--- config.mk ---
export PLATFORM = sky130hd
export DESIGN_NAME = sap_1_microprogram_sequencer
export DESIGN_NICKNAME = d
export VERILOG_FILES = /design/src/rtl/sap_1_pkg.sv /design/src/rtl/sap_1_presettable_counter.sv /design/src/rtl/sap_1_microprogram_sequencer.sv
export SDC_FILE = /design/constraint.sdc
export NUM_CORES = 1
export LEC_CHECK = 0
export ABC_AREA = 1
export CAP_MARGIN = 0
export CORE_ASPECT_RATIO = 0.75
export CORE_MARGIN = 5
export CORE_UTILIZATION = 40
export CTS_CLUSTER_DIAMETER = 200
export DETAILED_ROUTE_END_ITERATION = 8
export PLACE_DENSITY = 0.69
export SYNTH_ARGS = -nofsm -noshare
export SYNTH_HDL_FRONTEND = slang
export SYNTH_HIERARCHICAL = 1
export SYNTH_SLANG_ARGS = --single-unit
--- constraint.sdc ---
create_clock -name clk -period 3.29 [get_ports clk]
set_input_delay 0.8225 -clock clk [delete_from_list [all_inputs] [get_ports clk]]
set_output_delay 0.8225 -clock clk [all_outputs]
set_load 0.05 [all_outputs]
--- src/rtl/sap_1_pkg.sv ---
// SAP-1 control unit shared definitions.
// Sequencer states, T-state ring constants, ROM address defaults.
package sap_1_pkg;

  localparam int SAP_ADDR_W = 8;
  localparam logic [SAP_ADDR_W-1:0] SAP_FETCH_BASE = 8'h00;

  localparam int SAP_T_W = 6;
  localparam logic [SAP_T_W-1:0] T1 = 6'b000001;
  localparam logic [SAP_T_W-1:0] T2 = 6'b000010;
  localparam logic [SAP_T_W-1:0] T3 = 6'b000100;
  localparam logic [SAP_T_W-1:0] T4 = 6'b001000;
  localparam logic [SAP_T_W-1:0] T5 = 6'b010000;
  localparam logic [SAP_T_W-1:0] T6 = 6'b100000;

  typedef enum logic [1:0] {
    FETCH = 2'd0,
    EXEC  = 2'd1,
    HALT  = 2'd2
  } sap_1_state_t;

endpackage

--- src/rtl/sap_1_presettable_counter.sv ---
// Presettable modulo counter holding the control-ROM address.
// Async clear, enable, synchronous load beats increment.
module sap_1_presettable_counter
  import sap_1_pkg::*;
#(
  parameter int W = SAP_ADDR_W,
  parameter logic [W-1:0] RST_VAL = '0
) (
  input  logic         clk,
  input  logic         clear_n,
  input  logic         en,
  input  logic         load,
  input  logic [W-1:0] d,
  output logic [W-1:0] q
);

  // Load or wrap-around increment on enabled edges.
  always_ff @(posedge clk or negedge clear_n) begin
    if (!clear_n) begin
      q <= RST_VAL;
    end else if (en) begin
      q <= load ? d : q + W'(1);
    end
  end

endmodule

--- src/rtl/sap_1_microprogram_sequencer.sv ---
// SAP-1 control-ROM sequencer: fetch routine, mapped
// execute routine, one-hot T-state ring and HLT freeze.
module sap_1_microprogram_sequencer
  import sap_1_pkg::*;
#(
  parameter int ADDR_W = SAP_ADDR_W,
  parameter logic [ADDR_W-1:0] FETCH_BASE = SAP_FETCH_BASE,
  parameter int FETCH_LEN = 3,
  parameter int EXEC_LEN = 3
) (
  input  logic                          clk,
  input  logic                          clr_n,
  input  logic                          run,
  input  logic [ADDR_W-1:0]             map_addr,
  input  logic                          halt,
  output logic [ADDR_W-1:0]             rom_addr,
  output logic [FETCH_LEN+EXEC_LEN-1:0] t_state,
  output logic                          fetch,
  output logic                          map_load,
  output logic                          halted
);

  localparam int T_W = FETCH_LEN + EXEC_LEN;
  localparam logic [T_W-1:0] ST_T1 = {{(T_W-1){1'b0}}, 1'b1};
  localparam logic [T_W-1:0] ST_TF = ST_T1 << (FETCH_LEN - 1);
  localparam logic [T_W-1:0] ST_TX = ST_T1 << FETCH_LEN;
  localparam logic [T_W-1:0] ST_TL = ST_T1 << (T_W - 1);

  sap_1_state_t state, state_n;
  logic [T_W-1:0] t_n, t_rot;
  logic cnt_en, cnt_ld;
  logic [ADDR_W-1:0] cnt_d;

  assign t_rot = {t_state[T_W-2:0], t_state[T_W-1]};

  sap_1_presettable_counter #(
    .W       (ADDR_W),
    .RST_VAL (FETCH_BASE)
  ) u_cnt (
    .clk     (clk),
    .clear_n (clr_n),
    .en      (cnt_en),
    .load    (cnt_ld),
    .d       (cnt_d),
    .q       (rom_addr)
  );

  // State and T-state ring registers.
  always_ff @(posedge clk or negedge clr_n) begin
    if (!clr_n) begin
      state   <= FETCH;
      t_state <= ST_T1;
    end else begin
      state   <= state_n;
      t_state <= t_n;
    end
  end

  // Next state, ring advance and address counter control.
  always_comb begin
    state_n = state;
    t_n     = t_state;
    cnt_en  = 1'b0;
    cnt_ld  = 1'b0;
    cnt_d   = FETCH_BASE;
    if (run && state != HALT) begin
      if (!$onehot(t_state)) begin
        state_n = FETCH;
        t_n     = ST_T1;
        cnt_en  = 1'b1;
        cnt_ld  = 1'b1;
      end else begin
        unique case (state)
          FETCH: begin
            cnt_en = 1'b1;
            if (t_state == ST_TF) begin
              state_n = EXEC;
              t_n     = ST_TX;
              cnt_ld  = 1'b1;
              cnt_d   = map_addr;
            end else begin
              t_n = t_rot;
            end
          end
          EXEC: begin
            if (t_state == ST_TX && halt) begin
              state_n = HALT;
            end else if (t_state == ST_TL) begin
              state_n = FETCH;
              t_n     = ST_T1;
              cnt_en  = 1'b1;
              cnt_ld  = 1'b1;
            end else begin
              t_n    = t_rot;
              cnt_en = 1'b1;
            end
          end
          HALT: begin
            state_n = HALT;
          end
          default: begin
            state_n = FETCH;
            t_n     = ST_T1;
            cnt_en  = 1'b1;
            cnt_ld  = 1'b1;
          end
        endcase
      end
    end
  end

  assign fetch    = |t_state[FETCH_LEN-1:0];
  assign map_load = (state == FETCH) && (t_state == ST_TF);
  assign halted   = (state == HALT);

endmodule

### Word level (Yosys, flattened, before mapping)

Cells that the tools add are included.

* register bits: 16
* bits of input ports: 12
* output and inout bits: 17

* add/subtract/negate cells: 6
* equal/unequal tests: 11
* muxes and demuxes: 25
* reduce and logical (&&, ||, !) cells: 7

Operator list (count)
* 2-to-1 mux 8 bit: 5
* 2-to-1 mux 6 bit: 4
* one-hot mux 6 bit (3 select lines): 1
* adder 8 x 1 -> 8 bit (second input constant): 1
* 2-to-1 mux 1 bit: 8
* 2-to-1 mux 2 bit: 4
* adder 1 x 1 -> 2 bit: 3
* equality test 6 x 3 -> 1 bit (second input constant): 1
* equality test 6 x 4 -> 1 bit (second input constant): 1
* equality test 6 bit (second input constant): 1
* inequality test 3 bit (second input constant): 2
* one-hot mux 2 bit (3 select lines): 1
* AND reduction 3 bit: 2
* inequality test 2 bit (second input constant): 2
* inequality test 4 bit (second input constant): 1
* adder 2 x 2 -> 3 bit: 1
* adder 3 x 2 -> 3 bit: 1
* equality test 3 x 1 -> 1 bit (second input constant): 1
* logical AND 1 bit: 3
* one-hot mux 1 bit (3 select lines): 1
* OR reduction 3 bit: 1
* equality test 2 x 1 -> 1 bit (second input constant): 1
* equality test 2 bit (second input constant): 1
* logical NOT 2 bit: 1
* one-hot mux 1 bit (2 select lines): 1

### Longest topological paths before layout

* depth in word-level cells: 7
* mapped depth: 18
* depth with buffers taken out: 18

### Hierarchy

Netlist, hierarchy kept.

By module, submodules not included
* sap_1_microprogram_sequencer: times used 1, cells an instance 105, area each 705.7 um2
* sap_1_presettable_counter: times used 1, cells an instance 79, area each 538.0 um2

### Worst setup path after synthesis

No wires, ideal clock.

* kind: register to register
* from: register t_state[0]
* to: register u_cnt.q[5]
* library setup time: 0.113 ns
* data arrival time: 3.530 ns
* data required time: 3.177 ns
* path slack: -0.353 ns
* cell stages (with the launch flop): 19
* path buffers: 0
* period minus slack after synthesis: 3.643 ns
* cell sequence: dfstp_2 -> inv_1 -> fa_1 -> fa_1 -> inv_1 -> ha_1 -> fa_1 -> inv_1 -> nand3_1 -> nor2_1 -> nand3_1 -> nand3_1 -> nor2_1 -> inv_2 -> or2_1 -> nand2_1 -> nand2_1 -> nand2_1 -> inv_1

* cells in the longest elaborated chain, start to end: 7
* elaborated cells between the ends (all ways): 23

Ends and longest elaborated chain
* from (decl): RTL line sap_1_microprogram_sequencer.sv:17 `output logic [FETCH_LEN+EXEC_LEN-1:0] t_state,`
* from (signal assigned): RTL line sap_1_microprogram_sequencer.sv:55 `t_state <= t_n;`
* adder 1 x 1 -> 2 bit (not written as such), or another cell as far along: RTL line sap_1_microprogram_sequencer.sv:67 `if (!$onehot(t_state)) begin`
* adder 2 x 2 -> 3 bit (not written as such), or another cell as far along: RTL line sap_1_microprogram_sequencer.sv:67
* adder 3 x 2 -> 3 bit (not written as such) / 2-to-1 mux 1 bit (equally long branches): RTL line sap_1_microprogram_sequencer.sv:67, sap_1_microprogram_sequencer.sv:86
* equality test 3 x 1 -> 1 bit / one-hot mux 1 bit (3 select lines) (equally long branches): RTL line sap_1_microprogram_sequencer.sv:67, sap_1_microprogram_sequencer.sv:73
* 2-to-1 mux 1 bit (*): RTL line sap_1_microprogram_sequencer.sv:67
* 2-to-1 mux 1 bit (*): RTL line sap_1_microprogram_sequencer.sv:66 `if (run && state != HALT) begin`
* named net cnt_ld: RTL line sap_1_microprogram_sequencer.sv:31 `logic cnt_en, cnt_ld;`
* 2-to-1 mux 8 bit (*): RTL line sap_1_presettable_counter.sv:22 `q <= load ? d : q + W'(1);`
* to (signal assigned): RTL line sap_1_presettable_counter.sv:22
* to (decl): RTL line sap_1_presettable_counter.sv:14 `output logic [W-1:0] q`

The timed path passes the listed nets; every way through them passes the cells marked *.
A chain may end at the register's enable or synchronous reset.

### Worst setup path after layout

Same ends and word-level chain as after synthesis.

==> reports/summary.txt <==
Register Area: 404.1 µm²
Vias in the first global route: 1201
Final Hold Fails: 0
First-pass GRT wire length: 5416 µm
Least-Margin Pin Slew: 0.7436 ns
R2r endpoint: u_cnt/q[5]
Setup slack after layout: -0.1136 ns
Yosys synthesis warning count: 6
RSZ-0062 raised after global routing: true
Reg power frac: 0.171
CTS tree: yes
Reg2Reg Depth: 18
DR pass1 iterations: 4
Post-Place Cells: 256
Fillers: 235
DRC viols: 0
Total I/O pin count: 29
GRT Residual Overflow: 0
H-tree Lvls: 1
Clock Power Share: 0.081
Nets@finish: 252
Fin util: 0.6462
Largest net degree at the start of global routing: 17
Area after DPL: 0.001644 mm²
Slew headroom: 0.5027
CTS sink cnt: 16
Synth Register Bits: 16
Routed Antenna Nets: 0
Port bufs: 28
Part of the cycle the worst path needs: 1.035
Final max-slew violation count: 0
Fraction of layout cells with a size suffix above 1: 0.2704
Total Routed Length: 3640 µm
Clock Root Buffer: clkbuf_8
R2R Path Start: t_state[0]
Startpoint types: flip-flop
Setup-failing EPs final: 7
Syn avg cell area: 6.759 µm²
Routed WL per cell: 13.43 µm
Cts hold-fix bufs: 0
Multi-input gate area: 810.8 µm²
Setup crit start: t_state[0]
Clock Path Buffers: 2
Pre-CTS setup slack: -0.06369 ns
Lkg Pwr: 0.8992 nW
Final instance area: 0.001911 mm²
Mapped Area: 0.001244 mm²
DP HPWL: 2488 µm
Crit Path Class: reg -> reg
Power Internal: 0.001039 W
Total track usage: 0.1591
Yosys cell types: 24
Initial DRC Count: 63
# diodes: 0
Syn nets: 202
Max-Cap Viols: 0
Commonest non-fill, non-tap cells in the layout: nand2_1 (44), clkdlybuf4s50_1 (28), inv_1 (27)
Die H: 58.29 µm
Fmax: 0.2938 GHz
Flop2flop setup slack: -0.11 ns
Core ar.: 0.002957 mm²
Worst Setup End Kind: flip-flop
Worst vdd ir: 0.0005600 V
Commonest non-fill, non-tap cell in the layout: nand2_1
Number of buffers created by CTS: 3
Fin crit period: 3.404 ns
Final setup skew: 0.003863 ns
DR vias: 1353
Cells after Synth: 184
Psw: 0.001148 W
Row count: 17
Failing checks: negative setup slack
Routability cong.: 0.8860
Status: complete, but fails checks
Comb power frac: 0.748
Initial antenna violation count: 0
Area growth syn-to-layout: 53.62%
DR vias/cell: 4.993
Sw frac: 0.5249
CP endpoint: u_cnt/q[5]
Effective utilization at floorplan: 0.4207
PwrDens: 1145 mW/mm²
Final Non-Filler Cells: 271
Data arrival, critical path: 3.56 ns
Clk_lat worst skew: 0.25 ns
Worst min-delay path class: reg -> reg
Die width: 74.39 µm
Post-synthesis sequential area ratio: 0.3229
Power after layout: 0.002187 W
CP Max Fanout: 6
Die area: 0.004336 mm²
WP data required: 3.44 ns
Reg clk slew, reported paths: 0.07 ns
## layer usage
metal  track usage  part of all wire
met1        0.2235              0.45
met4       0.02538             0.017
met3       0.04778             0.046
met2        0.2466              0.49
met5             0                 0
## power by group through the flow
stage               Sequential [W]  Combinational [W]  Clock [W]
floorplan                 0.000590           0.000671          0
global placement          0.000369            0.00124          0
detailed placement        0.000373            0.00127          0
CTS                       0.000370            0.00129   0.000180
global route              0.000383            0.00177   0.000191
finish                    0.000374            0.00164   0.000177
## logic make-up after synthesis
| kind of cell | Yosys count | share of synthesized area |
|---|---|---|
| buf+inv | 36 | 0.1217 |
| compound gates | 22 | 0.09860 |
| simple gates | 104 | 0.3783 |
| flops | 16 | 0.3229 |
| fa+ha+maj | 6 | 0.07848 |
## how the worst min path moves through the flow
| stage | end | slack, ns | cells past startpoint | start |
|---|---|---|---|---|
| 4_1_cts | t_state[1] | 0.53 | 2 | t_state[1] |
| 2_1_floorplan | state[1] | 0.49 | 2 | state[1] |
| 3_5_place_dp | t_state[1] | 0.51 | 2 | t_state[1] |
| 6_report | t_state[1] | 0.53 | 2 | t_state[1] |
| 5_1_grt | t_state[1] | 0.55 | 2 | t_state[1] |
| 3_3_place_gp | t_state[1] | 0.50 | 2 | t_state[1] |
## cells in the mapped netlist
cell     number  share of area
a21oi_2       1         0.0070
buf_2         1         0.0040
o21ai_0       6          0.024
nor2_1       24          0.072
or2_1         1         0.0050
nor2_4        1         0.0091
dfrtp_1      15           0.30
nor2_2        2          0.010
nand3_1      15          0.060
ha_1          3          0.030
inv_1        31          0.094
o21ai_1       8          0.032
nand4_2       1          0.010
o21a_1        1         0.0060
dfstp_2       1          0.021
o21ai_2       1         0.0070
a21oi_1       4          0.016
nor3b_1       8          0.048
inv_2         2         0.0060
nand2_1      49           0.15
nand2_2       3          0.015
fa_1          3          0.048
a21o_1        1         0.0060
buf_6         2          0.018
## per-stage QoR
step           setup TNS (ns)  hold WS (ns)
2_1_floorplan         -0.8076        0.4859
3_3_place_gp                0        0.5020
3_5_place_dp          -0.1389        0.5094
4_1_cts              -0.02205        0.5298
5_1_grt                -1.533        0.5463
6_report              -0.4317        0.5255
## layout make-up
class	count	share of cell area
Clock buffer	4	0.02881
Tap cell	38	0.02489
Inverter	33	0.07269
Multi-Input combinational cell	132	0.4244
Timing Repair inverter	1	0.005894
Sequential cell	16	0.2115
Timing Repair Buffer	47	0.2318
## sequential cells by signal (all words and copies together), names as in the netlist
register and count:
u_cnt/q 8, state 2, t_state 6
## worst max-delay path, stage by stage (launching register included)
cell and delay (ns):
dfstp_2 0.54, inv_2 0.04, fa_1 0.46, fa_1 0.49, inv_1 0.04, ha_2 0.16, fa_1 0.49, inv_2 0.05
nand3_4 0.07, nor2_4 0.06, nand2_2 0.09, nand2_4 0.07, nor2_4 0.21, clkinv_4 0.11, or2_1 0.21, nand2_1 0.07
nand2_1 0.05, nand2_1 0.06, inv_1 0.03
## repair_timing
action	4_1_cts	5_1_grt
endpoints found under the setup margin	4	14
gates cloned	0	1
setup buffers	1	9
pin swaps	2	2
resized for setup	3	33
Note: power is estimated with default switching activity, not from simulation.
